$ cat src/rtl/mem_arbiter.sv
// Round-robin arbiter sharing one main-memory bus between I-cache fills and
// D-cache fills/write-backs; registered commands, one-cycle ready pulses.
module mem_arbiter #(
  parameter int unsigned ADDR_W = 28,
  parameter int unsigned LINE_W = 128
) (
  input  logic              clk,
  input  logic              rst_n,
  input  logic              ICACHE_mem_read,
  input  logic [ADDR_W-1:0] ICACHE_mem_addr,
  output logic              ICACHE_mem_ready,
  output logic [LINE_W-1:0] ICACHE_mem_rdata,
  input  logic              DCACHE_mem_read,
  input  logic              DCACHE_mem_write,
  input  logic [ADDR_W-1:0] DCACHE_mem_addr,
  input  logic [LINE_W-1:0] DCACHE_mem_wdata,
  output logic              DCACHE_mem_ready,
  output logic [LINE_W-1:0] DCACHE_mem_rdata,
  output logic              mem_read,
  output logic              mem_write,
  output logic [ADDR_W-1:0] mem_addr,
  output logic [LINE_W-1:0] mem_wdata,
  input  logic              mem_ready,
  input  logic [LINE_W-1:0] mem_rdata
);

  typedef enum logic [1:0] {IDLE, BUSY_I, BUSY_D, RESP} state_e;

  state_e              state_q, state_d;
  logic                prio_q, prio_d;     // 1: D-cache wins the next tie
  logic                owner_q, owner_d;   // 1: D-cache owns the bus
  logic                op_r_q, op_r_d;     // 1: D transfer is a fill
  logic                mask_i_q, mask_i_d;
  logic                mask_d_q, mask_d_d;
  logic                mem_read_q, mem_read_d;
  logic                mem_write_q, mem_write_d;
  logic [ADDR_W-1:0]   mem_addr_q, mem_addr_d;
  logic [LINE_W-1:0]   mem_wdata_q, mem_wdata_d;
  logic                i_ready_q, i_ready_d;
  logic                d_ready_q, d_ready_d;
  logic [LINE_W-1:0]   i_rdata_q, i_rdata_d;
  logic [LINE_W-1:0]   d_rdata_q, d_rdata_d;
  logic                req_i, req_d;

  assign req_i = ICACHE_mem_read & ~mask_i_q;
  assign req_d = (DCACHE_mem_read | DCACHE_mem_write) & ~mask_d_q;

  // Next-state and registered-output computation
  always_comb begin
    state_d     = state_q;
    prio_d      = prio_q;
    owner_d     = owner_q;
    op_r_d      = op_r_q;
    mask_i_d    = 1'b0;
    mask_d_d    = 1'b0;
    mem_read_d  = mem_read_q;
    mem_write_d = mem_write_q;
    mem_addr_d  = mem_addr_q;
    mem_wdata_d = mem_wdata_q;
    i_ready_d   = 1'b0;
    d_ready_d   = 1'b0;
    i_rdata_d   = i_rdata_q;
    d_rdata_d   = d_rdata_q;
    unique case (state_q)
      IDLE: begin
        mem_read_d  = 1'b0;
        mem_write_d = 1'b0;
        if (req_i && (!req_d || !prio_q)) begin
          state_d    = BUSY_I;
          prio_d     = 1'b1;
          mem_addr_d = ICACHE_mem_addr;
          mem_read_d = 1'b1;
        end else if (req_d) begin
          state_d     = BUSY_D;
          prio_d      = 1'b0;
          op_r_d      = DCACHE_mem_read;
          mem_addr_d  = DCACHE_mem_addr;
          mem_wdata_d = DCACHE_mem_wdata;
          mem_read_d  = DCACHE_mem_read;
          mem_write_d = ~DCACHE_mem_read;
        end
      end
      BUSY_I: begin
        mem_read_d  = 1'b1;
        mem_write_d = 1'b0;
        if (mem_ready) begin
          state_d    = RESP;
          owner_d    = 1'b0;
          i_rdata_d  = mem_rdata;
          i_ready_d  = 1'b1;
          mem_read_d = 1'b0;
        end
      end
      BUSY_D: begin
        mem_read_d  = op_r_q;
        mem_write_d = ~op_r_q;
        if (mem_ready) begin
          state_d     = RESP;
          owner_d     = 1'b1;
          d_rdata_d   = mem_rdata;
          d_ready_d   = 1'b1;
          mem_read_d  = 1'b0;
          mem_write_d = 1'b0;
        end
      end
      RESP: begin
        // Owner still sees its own request for one cycle; hide it in IDLE.
        state_d     = IDLE;
        mem_read_d  = 1'b0;
        mem_write_d = 1'b0;
        mask_i_d    = ~owner_q;
        mask_d_d    = owner_q;
      end
      default: state_d = IDLE;
    endcase
  end

  // State and output registers, synchronous active-low reset
  always_ff @(posedge clk) begin
    if (!rst_n) begin
      state_q     <= IDLE;
      prio_q      <= 1'b0;
      owner_q     <= 1'b0;
      op_r_q      <= 1'b0;
      mask_i_q    <= 1'b0;
      mask_d_q    <= 1'b0;
      mem_read_q  <= 1'b0;
      mem_write_q <= 1'b0;
      mem_addr_q  <= '0;
      mem_wdata_q <= '0;
      i_ready_q   <= 1'b0;
      d_ready_q   <= 1'b0;
      i_rdata_q   <= '0;
      d_rdata_q   <= '0;
    end else begin
      state_q     <= state_d;
      prio_q      <= prio_d;
      owner_q     <= owner_d;
      op_r_q      <= op_r_d;
      mask_i_q    <= mask_i_d;
      mask_d_q    <= mask_d_d;
      mem_read_q  <= mem_read_d;
      mem_write_q <= mem_write_d;
      mem_addr_q  <= mem_addr_d;
      mem_wdata_q <= mem_wdata_d;
      i_ready_q   <= i_ready_d;
      d_ready_q   <= d_ready_d;
      i_rdata_q   <= i_rdata_d;
      d_rdata_q   <= d_rdata_d;
    end
  end

  assign mem_read         = mem_read_q;
  assign mem_write        = mem_write_q;
  assign mem_addr         = mem_addr_q;
  assign mem_wdata        = mem_wdata_q;
  assign ICACHE_mem_ready = i_ready_q;
  assign ICACHE_mem_rdata = i_rdata_q;
  assign DCACHE_mem_ready = d_ready_q;
  assign DCACHE_mem_rdata = d_rdata_q;

endmodule

$ cat config.mk
export PLATFORM = sky130hd
export DESIGN_NAME = mem_arbiter
export DESIGN_NICKNAME = d
export VERILOG_FILES = /design/src/rtl/mem_arbiter.sv
export SDC_FILE = /design/constraint.sdc
export NUM_CORES = 1
export LEC_CHECK = 0
export CORE_AREA = 2 2 284 286
export DETAILED_ROUTE_END_ITERATION = 16
export DIE_AREA = 0 0 286 288
export HOLD_SLACK_MARGIN = 0.05
export SLEW_MARGIN = 10
export SYNTH_ARGS = -nofsm -noshare
export SYNTH_HDL_FRONTEND = slang
export SYNTH_SLANG_ARGS = --single-unit
export TNS_END_PERCENT = 5
$ cat constraint.sdc
create_clock -name clk -period 2.4 [get_ports clk]
set_input_delay 0.24 -clock clk [delete_from_list [all_inputs] [get_ports clk]]
set_output_delay 0.24 -clock clk [all_outputs]
set_load 0.01 [all_outputs]
# After elaboration in Yosys (flattened, before gate mapping)
# Index checks and enable logic that the tools add are counted.
classes:
  n_eq_ne: 7
  n_reduce_logical: 18
  bitwise: 9
  mux: 21
ops:
  columns: ["cell", "n"]
  rows:
  - ["$mux 28", 2]
  - ["$reduce_and 2->1", 7]
  - ["$mux 1", 12]
  - ["$mux 2", 3]
  - ["$not 1->1", 6]
  - ["$pmux 2 s3", 1]
  - ["$reduce_and 3->1", 2]
  - ["$eq 2x2->1 const B", 2]
  - ["$ne 2x2->1 const B", 2]
  - ["$pmux 1 s4", 1]
  - ["$reduce_bool 2->1", 2]
  - ["$reduce_or 2->1", 2]
  - ["$ne 3x3->1 const B", 1]
  - ["$pmux 1 s3", 1]
  - ["$and 1x1->1", 2]
  - ["$eq 2x1->1 const B", 1]
  - ["$logic_not 1->1", 2]
  - ["$logic_not 2->1", 1]
  - ["$ne 2x1->1 const B", 1]
  - ["$pmux 1 s2", 1]
  - ["$logic_and 1x1->1", 1]
  - ["$logic_or 1x1->1", 1]
  - ["$or 1x1->1", 1]
word_totals:
  ff_bits: 423
  word_cells: 69
  input_bits: 318
  out_inout_bits: 416

# Longest topological paths before layout
# Gate-level depths: netlist of the first run.
depth:
  word_depth: 7
  mapped_depth: 8
  mapped_depth_nobuf: 5

# Least setup slack after synthesis of the first run
# Ideal clock, no wire load.
synth_path:
  kind: "reg-to-reg"
  startpoint: "reg state_q[0]"
  endpoint: "reg mem_addr_q[18] (netlist: mem_addr[18])"
  path_slack_ns: 0.897
  t_required_ns: 2.264
  n_path_buf: 2
  setup_ns: 0.136
  arrival_time_ns: 1.366
  stages_incl_launch_ff: 7
  period_less_slack_ns: 1.503
  path_cell_list: "dfxtp_1 > inv_1 > ha_1 > a21boi_2 > buf_4 > clkbuf_1 > a31oi_1"
synth_via:
  elab_chain_len: 2
synth_lines:
  columns: ["item", "line_no", "source"]
  rows:
  - ["start: declaration", "29", "state_e state_q, state_d;"]
  - ["start signal: assignment", "136", "state_q <= state_d;"]
  - ["$logic_not 2->1", "64", "unique case (state_q)"]
  - ["$reduce_and 2->1 (no line)", null, null]
  - ["end signal: assignment", "144", "mem_addr_q <= mem_addr_d;"]
  - ["end: declaration", "37", "logic [ADDR_W-1:0] mem_addr_q, mem_addr_d;"]
# No other way between the ends.
# A chain may end at the register's enable or synchronous reset.

# Worst setup path in the final report of the first run
layout_path:
  startpoint: "reg d_rdata_q[23] (netlist: DCACHE_mem_rdata[23])"
  endpoint: "out DCACHE_mem_rdata[23]"
layout_lines:
  columns: ["item", "line_no", "source"]
  rows:
  - ["start: declaration", "42", "logic [LINE_W-1:0] d_rdata_q, d_rdata_d;"]
  - ["start signal: assignment", "149", "d_rdata_q <= d_rdata_d;"]
  - ["end: declaration", "18", "output logic [LINE_W-1:0] DCACHE_mem_rdata,"]
# No word-level cell between the ends.

==> metrics.cfg, run 1 <==
[clocking]
clk_path_buf_depth = 3
cts-htree-levels = 2
clock-sinks = 423
cts_tree = yes
root_buffer = clkbuf_16
post_cts_resized = 0
insertion_delay_ns = 0.58
postCtsSetupBuffers = 0
numCtsBuffers = 49
worst_setup_hold_path_clk_slew_ns = 0.06
hold_buffers = 0

[floorplan]
core-area_mm2 = 0.07964
row_count = 104
die-area_mm2 = 0.08237
chipHeight_um = 288
io_pins = 734
start_util = 0.2089
die_w_um = 286

[sta]
worst-slew-pin-transition_ns = 0.5521
max_freq_mhz = 526.9
post-route-period-util = 0.7908
fin_crit_ns = 1.898
hold_viol_final = 0
setup_viol = 0
rsz0062_at_grt = no
relSlewSlack = 0.6320
setup_tns_ns = 0
drv_slew = 0
hold_ws_ns = 0.1093
finClkSkew_ns = 0.01815

[pwr]
pwr-share-comb = 0.318
leakagePower_nw = 9.263
p_clk_frac = 0.305
p_int_w = 0.01621
swShare = 0.3214
peakVddDrop_uv = 463.3
p_per_area_mw_per_mm2 = 894.3
seqPwrFrac = 0.377
p_sw_w = 0.007676

[global_route]
first_global_vias = 15010
grt_max_degree = 81
track_usage = 0.1501
antenna_found_initial = 5
grt_pass1_wl_mm = 95.08
overflow = 0

[yosys]
synth.distinct_cells = 39
mappedNetlistArea_mm2 = 0.01663
synth_area_leaders = dfxtp_1 (51%), nand2_1 (16%), a21boi_0 (11%), nand3_2 (4.9%), o21ai_2 (4.6%)
yosysTopAreaCell = dfxtp_1
postSynthCellCount = 1895
syn_nets = 2218
avgSynthCellArea_um2 = 8.778
synth_top_area_share = 0.5091
ys_seq_area_frac = 0.5091
ys_ff_latch = 423
yosysWarnings = 0

[cells_and_area]
final_common_cell = clkdlybuf4s50_1
nets = 2910
final_cell_mix = clkdlybuf4s50_1 (732), nand2_1 (699), dfxtp_1 (423)
area_growth_pct = 60.55
layout-drive-gt1-share = 0.1197
num-fill-cells = 8275

[drt]
wl_per_cell_um = 17.75
wl_mm = 65.28
ant_nets = 0
first_pass_iters = 5
via_per_inst = 4.178
route.vias.total = 15360
drcViolationCount = 0
drt-initial-drc-count = 651

[critical_path]
critPathMaxFanout = 2
critPathLaunchType = flop
crit_type = reg2out
end_kind = primary output
critPathBufInv = 1
slowest_stage = clkdlybuf4s50_1
worst_path_dominant_cell_family = buffers and inverters
cp_cell_sequence = clkdlybuf4s50_1
critPathArrivalTime_ns = 1.66
slowest_delay_ns = 0.74
critPathRequiredTime_ns = 2.16

[placed_design]
portBuffers = 733
dpl.hpwl_mm = 47.80
gp_congestion = 0.8145

[min_path]
min_path_type = in2reg

[run]
max_cap_viol_count = 0

[status]
status = finished clean

[through the flow]
stage	power (W)	util	area, µm²	instances	setup WS [ns]
2_1_floorplan	0.01264	-	16630	1895	0.8972
3_3_place_gp	0.01681	0.3162	25180	3596	0.4382
3_5_place_dp	0.01684	0.3162	25180	3596	0.4087
4_1_cts	0.02429	0.3353	26700	3675	0.4668
5_1_grt	0.02513	0.3353	26700	3676	0.3930
6_report	0.02388	0.3353	26710	3677	0.5021
[per-layer routing]
metal	vias to the layer above	part of all wire	routed length, µm	track usage
met5	-	0.00064	42	0
met3	95	0.099	6442	0.06046
met2	540	0.47	30700	0.2552
met1	7068	0.40	26270	0.1721
li1	7652	-	-	-
met4	8	0.028	1823	0.04516
[final cells by class]
type	count	area, µm²	share of cell area
tap	1060	1326	0.04966
antenna	2	5.005	0.0001874
sequential	423	8468	0.3171
timing repair buffer	799	8125	0.3043
inverter	4	15.01	0.0005622
clock buffer	71	1399	0.05238
clock inverter	8	118.9	0.004451
multi-input combinational	1310	7248	0.2714
[cell families after synthesis]
group / synth area share
AO/OA/AOI/OAI: 0.2020
adder cells (fa/ha/maj): 0.003761
buffers and inverters: 0.05679
flip-flops: 0.5091
multiplexers: 0.0006018
AND/OR/NAND/NOR: 0.2278
[sequential cells by signal, indices dropped and copies added (netlist names), 2 cells and up]
| name | count |
|---|---|
| mem_wdata | 128 |
| ICACHE_mem_rdata | 128 |
| mem_addr | 28 |
| DCACHE_mem_rdata | 128 |
| state_q | 2 |
[worst register-to-register path, stage by stage (launching register included)]
cell and delay [ns]:
dfxtp_1 0.39, inv_1 0.10, ha_1 0.28, nand2_4 0.45
buf_12 0.28, nand2_1 0.07, a21boi_0 0.19
[cells in the mapped netlist (all sizes together)]
master / instances
nor4b: 1
buf: 85
o21ba: 1
a32oi: 1
nand2b: 3
nand2: 701
o211ai: 1
and2: 2
a31oi: 28
a21boi: 258
o21ai: 159
nand3: 128
inv: 4
o21bai: 1
clkbuf: 73
nor2: 4
o221a: 1
nor2b: 2
a21o: 2
mux2i: 1
a41oi: 1
nand4: 1
and3: 4
ha: 5
dfxtp: 423
a21oi: 5
[power by group through the flow]
| stage | combinational [W] | clock [W] | sequential [W] |
|---|---|---|---|
| floorplan | 0.00303 | 0 | 0.00961 |
| global placement | 0.00770 | 0 | 0.00911 |
| global route | 0.00823 | 0.00777 | 0.00913 |
| CTS | 0.00774 | 0.00755 | 0.00900 |
| detailed placement | 0.00771 | 0 | 0.00913 |
| finish | 0.00761 | 0.00728 | 0.00899 |
[worst paths after layout]
path                              from  slack (ns)  cells past startpoint                    to
hold / removal                   rst_n        0.11                      3         mem_wdata[16]
setup reg to reg            state_q[1]        0.55                      6   ICACHE_mem_rdata[3]
hold reg to reg                owner_q        0.45                      1              mask_i_q
setup / recovery  DCACHE_mem_rdata[23]        0.50                      1  DCACHE_mem_rdata[23]
(Power assumes the default switching activity.)
==> run 2, diff against run 1 <==
Settings changed: CORE_AREA 2 2 284 286 to 2 2 285 287, DIE_AREA 0 0 286 288 to 0 0 287 289.
Clock period 2.4 ns to 1.65 ns, I/O delays scaled along.
==> metrics.cfg, run 2 (same netlist as run 1, synthesis figures left out) <==
[clocking]
clock-sinks = 423  ; unchanged
worst_setup_hold_path_clk_slew_ns = 0.06  ; about the same
cts_tree = yes
numCtsBuffers = 49  ; unchanged
clk_path_buf_depth = 3  ; unchanged
root_buffer = clkbuf_16
cts-htree-levels = 2  ; unchanged
insertion_delay_ns = 0.58  ; about the same

[floorplan]
chipHeight_um = 289  ; +0.35%
core-area_mm2 = 0.07990  ; +0.33%
die-area_mm2 = 0.08294  ; +0.70%
row_count = 104  ; unchanged
io_pins = 734  ; unchanged
die_w_um = 287  ; +0.35%
start_util = 0.2082  ; -0.0006803

[sta]
setup_tns_ns = 0  ; unchanged
rsz0062_at_grt = yes
drv_slew = 0  ; unchanged
max_freq_mhz = 637.6
postLayoutSetupSlackWorst_ns = 0.08158  ; -0.4205 ns
hold_viol_final = 0  ; unchanged
worst-slew-pin-transition_ns = 0.3894  ; -0.1627 ns
post-route-period-util = 0.9506
relSlewSlack = 0.7404  ; +0.1084
setup_viol = 0  ; unchanged
finClkSkew_ns = 0.01843  ; +0.0002870 ns
fin_crit_ns = 1.568

[placed_design]
dpl_worst_slack_ns = -0.1187  ; -0.5274 ns
portBuffers = 733  ; unchanged
gp_congestion = 0.8180  ; +0.43%
dpl.hpwl_mm = 47.49  ; -0.64%

[min_path]
worstHoldPathCells = 3  ; unchanged
min_path_type = in2reg

[critical_path]
critPathLaunchType = flop
end_kind = flop
crit_type = reg2reg
critPathMaxFanout = 29  ; +27
rr_worst_depth = 8  ; +2
critPathArrivalTime_ns = 2.07  ; +0.41 ns
critPathRequiredTime_ns = 2.16  ; about the same

[global_route]
first_global_vias = 15140  ; +0.89%
track_usage = 0.1442  ; -0.005880
top_usage_layer = met2
antenna_found_initial = 6  ; +1
grtUsageMet3 = 0.05898  ; -0.001483
grt_pass1_wl_mm = 92.85  ; -2.3%
overflow = 0  ; unchanged
grt_max_degree = 74  ; -8.6%
grt.met1_usage = 0.1608  ; -0.01134
globalRouteMet2Util = 0.2513  ; -0.003941

[pwr]
p_per_area_mw_per_mm2 = 1296  ; +45%
peakVddDrop_uv = 651.8  ; +41%
total_power_w = 0.03517  ; +47%
leakagePower_nw = 11.58  ; +25%

[cells_and_area]
final_common_cell = nand2_1
regArea_mm2 = 0.008472  ; about the same
multi_input_area_mm2 = 0.007282  ; +0.47%
final_cell_mix = nand2_1 (699), dfxtp_1 (420), dlygate4sd2_1 (414)
area_growth_pct = 63.13
num-fill-cells = 8411  ; +1.6%
layout-drive-gt1-share = 0.1481  ; +0.02839
nets = 2966  ; +1.9%
fin_util = 0.3396  ; +0.004264

[drt]
drt-initial-drc-count = 617  ; -5.2%
first_pass_iters = 5  ; unchanged
route.vias.total = 15540  ; +1.1%
wl_per_cell_um = 17.27  ; -2.7%
ant_nets = 0  ; unchanged
wl_mm = 64.66  ; -0.95%
via_per_inst = 4.151  ; -0.64%
drcViolationCount = 0  ; unchanged

[run]
max_cap_viol_count = 0  ; unchanged

[status]
status = finished clean

[run 2: cell count changes in the layout (fill, tap and decap cells not counted), moves of 3 or more]
| cell | before | now |
|---|---|---|
| clkdlybuf4s50_1 | 732 | 316 |
| dlygate4sd2_1 | 0 | 414 |
| buf_4 | 43 | 67 |
| a21boi_0 | 247 | 230 |
| a21boi_1 | 10 | 27 |
| buf_12 | 23 | 38 |
| clkinv_2 | 2 | 14 |
| buf_6 | 0 | 9 |
| clkbuf_1 | 13 | 4 |
| clkbuf_16 | 49 | 55 |
| dfxtp_1 | 423 | 420 |
| dfxtp_2 | 0 | 3 |
| ha_1 | 5 | 2 |
[run 2: stage by stage]
step                      area, µm²  instances  hold slack, ns
after floorplan               16630       1895          0.2976
after global placement        25740       3644          0.4428
after CTS                     26930       3734         0.08959
after global routing          27130       3742          0.1110
final                         27130       3743          0.1388
after detailed placement      25740       3644          0.4444
[run 2: per-layer routing]
| metal | vias up | share of wire |
|---|---|---|
| met5 | - | 0.00079 |
| met4 | 8 | 0.024 |
| met3 | 97 | 0.098 |
| met2 | 525 | 0.48 |
| met1 | 7135 | 0.39 |
| li1 | 7773 | - |
[run 2: worst paths after layout]
| kind | from | endpoint | slack, ns |
|---|---|---|---|
| min reg2reg | mem_wdata[62] | mem_wdata[62] | 0.45 |
| max | state_q[1] | mem_wdata[10] | 0.08 |
| max reg2reg | state_q[1] | mem_wdata[10] | 0.08 |
| min | DCACHE_mem_wdata[92] | mem_wdata[92] | 0.14 |
[run 2: worst max-delay path: stages (launching register included)]
cell      delay (ns)
dfxtp_2         0.37
inv_1           0.07
buf_4           0.15
ha_4            0.18
o211ai_4        0.11
buf_12          0.21
buf_16          0.22
nand3_2         0.10
o21ai_2         0.05
[run 2: final cells by class]
cell class | count | share of cell area
sequential | 423 | 0.3122
timing repair buffer | 855 | 0.3081
multi-input combinational | 1310 | 0.2684
clock buffer | 66 | 0.05317
tap | 1060 | 0.04888
clock inverter | 23 | 0.008531
inverter | 4 | 0.0005534
antenna | 2 | 0.0001845
[run 2: what timing repair did]
action	in CTS	in global routing
buffers inserted	0	3
hold endpoints to repair	13	0
pin swaps	0	1
endpoints found under the setup margin	547	307
gates resized for setup	425	35
hold buffers	1	0
cloned	0	4
[run 2: where the power goes]
part	internal [W]	switching [W]	leakage, nW
Combinational	0.00501	0.00584	7.30
Sequential	0.0120	0.000966	3.45
Clock	0.00674	0.00459	0.837
==> run 3, diff against run 2 <==
Settings changed: REMOVE_ABC_BUFFERS set to 1.
==> metrics.cfg, run 3 (same netlist as run 1, synthesis figures left out) <==
[status]
status = finished clean

[critical_path]
critPathArrivalTime_ns = 2.11  ; +0.04 ns
rr_worst_depth = 7  ; -1
critPathLaunchType = flop
end_kind = flop
crit_cells = 7  ; -1
critPathBufInv = 3  ; -1
cp_cell_sequence = inv_1 > ha_4 > o211ai_4 > clkbuf_16 > clkbuf_16 > nand3_1 > o21ai_0
crit_type = reg2reg
critPathRequiredTime_ns = 2.15  ; about the same
worst_path_dominant_cell_family = buffers and inverters
crit_top_cell = clkbuf_16
slowest_delay_ns = 0.38  ; about the same
critPathMaxFanout = 18  ; -38%
slowest_stage = dfxtp_2

[floorplan]
core-area_mm2 = 0.07990  ; unchanged
die_w_um = 287  ; unchanged
row_count = 104  ; unchanged
die-area_mm2 = 0.08294  ; unchanged
io_pins = 734  ; unchanged
chipHeight_um = 289  ; unchanged
start_util = 0.2082  ; unchanged

[pwr]
p_per_area_mw_per_mm2 = 1277  ; -1.5%
leakagePower_nw = 12.00  ; +3.6%
peakVddDrop_uv = 677.1  ; +3.9%
total_power_w = 0.03494  ; -0.67%

[drt]
drt-initial-drc-count = 516  ; -16%
via_per_inst = 4.127  ; -0.59%
ant_nets = 0  ; unchanged
wl_mm = 63.03  ; -2.5%
wl_per_cell_um = 16.77  ; -2.9%
route.vias.total = 15510  ; -0.19%
drcViolationCount = 0  ; unchanged
first_pass_iters = 7  ; +2

[cells_and_area]
area_growth_pct = 64.46
design_area_mm2 = 0.02736  ; +0.82%
final_cell_mix = nand2_1 (699), dfxtp_1 (421), dlygate4sd2_1 (380)
nets = 2984  ; +0.61%
fin_cells = 3758  ; +0.40%
antennaDiodeCount = 0  ; -2
layout-drive-gt1-share = 0.1501  ; +0.002032
regArea_mm2 = 0.008471  ; about the same
num-fill-cells = 8411  ; unchanged
final_common_cell = nand2_1
multi_input_area_mm2 = 0.007276  ; about the same

[min_path]
min_path_type = in2reg
worstHoldPathCells = 3  ; unchanged

[clocking]
cts_tree = yes
clk_path_buf_depth = 3  ; unchanged
clock-sinks = 423  ; unchanged
cts-htree-levels = 2  ; unchanged
numCtsBuffers = 48  ; -2.0%
worst_setup_hold_path_clk_slew_ns = 0.06  ; about the same
root_buffer = clkbuf_16
insertion_delay_ns = 0.57  ; about the same

[placed_design]
place_inst = 3659  ; +0.41%
dpl_worst_slack_ns = -0.1240  ; -0.005234 ns
dpl.hpwl_mm = 46.13  ; -2.9%
dpl-instance-area_mm2 = 0.02583  ; +0.33%
portBuffers = 733  ; unchanged
gp_congestion = 0.8252  ; +0.88%

[sta]
relSlewSlack = 0.6812  ; -0.05923
worst-slew-pin-transition_ns = 0.4760  ; +0.08657 ns
finClkSkew_ns = 0.009933  ; -0.008501 ns
setup_viol = 0  ; unchanged
max_freq_mhz = 622.4  ; -2.4%
fin_crit_ns = 1.607  ; +0.03824 ns
postLayoutSetupSlackWorst_ns = 0.04334  ; -0.03824 ns
drv_slew = 0  ; unchanged
rsz0062_at_grt = yes
post-route-period-util = 0.9737  ; +0.02317
hold_viol_final = 0  ; unchanged

[global_route]
overflow = 0  ; unchanged
grt_pass1_wl_mm = 90.19  ; -2.9%
grtUsageMet3 = 0.04724  ; -0.01173
antenna_found_initial = 4  ; -2
first_global_vias = 14890  ; -1.7%
top_usage_layer = met2
grt.met1_usage = 0.1643  ; +0.003552
grt_max_degree = 64  ; -14%
globalRouteMet2Util = 0.2391  ; -0.01217
track_usage = 0.1388  ; -0.005324

[run]
max_cap_viol_count = 0  ; unchanged

## run 3: changes by cell type in the layout (fill, tap and decap cells not counted), moves of 9 or more
cell | previous run | this run
buf_4 | 67 | 88
a21boi_0 | 230 | 243
clkinv_2 | 14 | 5
a21boi_1 | 27 | 14
dlymetal6s2s_1 | 0 | 30
dlygate4sd2_1 | 414 | 380
## run 3: worst reg2reg max path: stages (launching register included)
cell       delay, ns
dfxtp_2         0.38
inv_1           0.11
ha_4            0.20
o211ai_4        0.21
clkbuf_16       0.29
clkbuf_16       0.20
nand3_1         0.08
o21ai_0         0.08
## run 3: through the flow
| step | hold WS (ns) | TNS, ns | util |
|---|---|---|---|
| floorplan | 0.2857 | -931.16 | - |
| CTS | 0.07169 | -0.07011 | 0.3375 |
| detailed placement | 0.4360 | -9.367 | 0.3233 |
| global placement | 0.4260 | -7.107 | 0.3233 |
| finish | 0.1318 | 0 | 0.3424 |
| global route | 0.1135 | -1.510 | 0.3424 |
## run 3: report_power, final
| group | switching (W) | internal [W] | total [W] |
|---|---|---|---|
| registers | 0.000940 | 0.0120 | 0.0130 |
| clock network | 0.00442 | 0.00639 | 0.0108 |
| logic | 0.00590 | 0.00525 | 0.0112 |
## run 3: layout make-up
type	instances	area share
clock buffers	74	0.05338
clock inverters	13	0.004894
inverters	4	0.0005489
multi-input cells	1310	0.2660
flip-flops and latches	423	0.3097
well taps	1060	0.04848
repair buffers	874	0.3171
## run 3: repair_timing
action | in CTS | in global routing
hold endpoints to repair | 18 | 0
buffers inserted | 0 | 3
resized for setup | 385 | 52
pin swaps | 1 | 1
endpoints found under the setup margin | 404 | 322
hold buffers | 1 | 0
gates cloned | 0 | 8
## run 3: layer usage
layer / part of all wire / up-vias
li1: - / 7799
met1: 0.41 / 7109
met2: 0.49 / 506
met3: 0.081 / 87
met4: 0.022 / 8
met5: 0.00086 / -
## run 3: final timing paths
check                                     startpoint       endpoint  slack, ns
worst min-delay path            DCACHE_mem_wdata[67]  mem_wdata[67]       0.13
worst min register to register               owner_q       mask_i_q       0.43
worst max register to register            state_q[1]  mem_wdata[78]       0.04
worst max-delay path                      state_q[1]  mem_wdata[78]       0.04
==> RTL edit, RTL diff (settings of run 2) <==
Encoding of `state_e`: now Gray code (2 bits for 4 states).
--- a/src/rtl/mem_arbiter.sv
+++ b/src/rtl/mem_arbiter.sv
@@ -26,3 +26,3 @@
 
-  typedef enum logic [1:0] {IDLE, BUSY_I, BUSY_D, RESP} state_e;
+  typedef enum logic [1:0] {IDLE = 2'b00, BUSY_I = 2'b01, BUSY_D = 2'b11, RESP = 2'b10} state_e;
 
Formal check against the unedited RTL: no difference found for any inputs over 4 cycles, from zero or initial values and one cycle with rst_n low; so few cycles prove little.
==> RTL edit against run 2 <==
Cell area decreased by 8.9%; area after synthesis decreased by 14%; routed wire length decreased by 9.5%; utilization decreased by 3.0 points; setup slack got worse by 31 ps; sequential cell count unchanged.
Power is not compared: it rests on default switching activity, and its combinational part moved more than twofold at a synthesized area within 25%.
==> RTL edit: results (changes against run 2) <==
* Slowest CP cell: clkdlybuf4s50_1
* CTS buffer count at 49 (unchanged)
* Non-Filler Instances at 3460 (-7.6%)
* Final GP Congestion at 0.837 (+2.3%)
* Min-delay worst type: in -> reg
* Clock Latency Late Sink at 580 ps (about the same)
* Layout Nets at 2683 (-9.5%)
* R2R Path Start: mask_d_q
* Synth cell count leaders: 574 x nand2_1, 423 x dfxtp_1, 260 x a21oi_1
* CP endpoint: mem_wdata[116]
* Total track usage at 13.1% (-1.3 points)
* First-pass GRT wire length at 84600 µm (-8.8%)
* Setup bufs post-CTS at 0 (unchanged)
* Worst-Margin Slew at 379 ps (-10.6 ps)
* Placed insts at 3374 (-7.4%)
* Wire per inst at 16.9 µm (-2.1%)
* Largest net degree at the start of global routing at 53 (-28%)
* Reg2Reg Setup Slack at 130 ps (+50 ps)
* Vias in the first global route at 13500 (-11%)
* Ranking of synthesized cells by area: dfxtp_1 59%, nand2_1 15%, a21oi_1 9.1%
* Worst Skew at 19.4 ps (+1.01 ps)
* WP data arrival at 1430 ps (-640 ps)
* Syn avg cell area at 8.92 µm² (+1.6%)
* Number of antenna violations at the first check in global routing at 2 (-4)
* YS warnings at 0 (unchanged)
* Placed cell areas at 23500 µm² (-8.6%)
* Setup Crit Path Kind: reg -> out
* Area growth, synth to finish at 73.2%
* CP top delay family: buffers and inverters
* Seq/Total Area, Yosys at 59.3% (+8.4 points)
* Vias/cell at 4.06 (-2.1%)
* Fraction of layout cells with a size suffix above 1 at 8.30% (-6.5 points)
* Status: complete, no violations
* RR Endpoint: mem_wdata[22]
* CP Max Fanout at 2 (-93%)
* Async set-reset flop share out of synthesis at 0% (unchanged)
* CTS H-Tree Depth at 2 (unchanged)
* Reg clk slew, reported paths at 60 ps (about the same)
* R2R depth at 6 (-2)
* Fillers at 8541 (+1.5%)
* I/O Buffers at 733 (unchanged)
* Maximum vdd drop at 0.624 mV
* Maximum clock rate at 625 MHz (-1.9%)
* Leakage power at 11.0 nW
* Worst slack, placed at -147 ps (-28.6 ps)
* Clock root cell: clkbuf_16
* Setup crit start: mem_wdata[116]
* Distinct cell type count after synthesis at 31 (-21%)
* Iter 0 DRT Violations at 705 (+14%)
* Post-synth net total at 1918 (-14%)
* Drt pass-1 iters at 6 (+1)
* DP HPWL at 44500 µm (-6.3%)
* CTS max path bufs at 3 (unchanged)
* Slowest Stage Delay on Critical Path at 540 ps (+170 ps)
-- RTL edit: area by class of cell --
cell class / count / area share, %
tap: 1060 / 5.36
inverter: 3 / 0.0759
antenna: 2 / 0.0202
clock inverter: 16 / 0.962
clock buffer: 68 / 5.70
multi-input combinational: 1045 / 20.8
sequential: 423 / 34.3
timing repair buffer: 843 / 32.8
-- RTL edit: repair_timing --
| item | CTS | global route |
|---|---|---|
| hold endpoints to repair | 0 | 0 |
| gates resized for setup | 397 | 15 |
| setup endpoints to repair | 395 | 15 |
-- RTL edit: routing by layer --
metal	part of all wire (%)	GRT usage, %	vias up
li1	-	-	6914
met1	42	16.1	6601
met2	49	22.5	465
met3	7.1	3.24	80
met4	2.5	4.22	0
met5	0	0	-
-- RTL edit: report_power, final --
| part | leakage [nW] | internal [mW] | total, mW | switching, mW |
|---|---|---|---|---|
| clock | 0.811 | 6.73 | 11.2 | 4.46 |
| combinational | 6.78 | 2.22 | 4.45 | 2.24 |
| sequential | 3.44 | 10.9 | 11.2 | 0.341 |
-- RTL edit: worst min path at each step --
stage / from / end / slack [ps] / cells past startpoint
floorplan: mem_rdata[118] / ICACHE_mem_rdata[118] / 290 / 1
global placement: DCACHE_mem_rdata[22] / DCACHE_mem_rdata[22] / 440 / 2
detailed placement: mem_wdata[118] / mem_wdata[118] / 450 / 2
CTS: DCACHE_mem_wdata[125] / mem_wdata[125] / 70 / 3
global route: DCACHE_mem_wdata[125] / mem_wdata[125] / 100 / 3
finish: DCACHE_mem_wdata[125] / mem_wdata[125] / 130 / 3
-- RTL edit: cells by family after synthesis --
group	Yosys count	synth area share, %
and+or+nand+nor	590	15.8
AOI/OAI and AO/OA	455	19.9
DFF	423	59.3
buffers and inverters	132	4.90
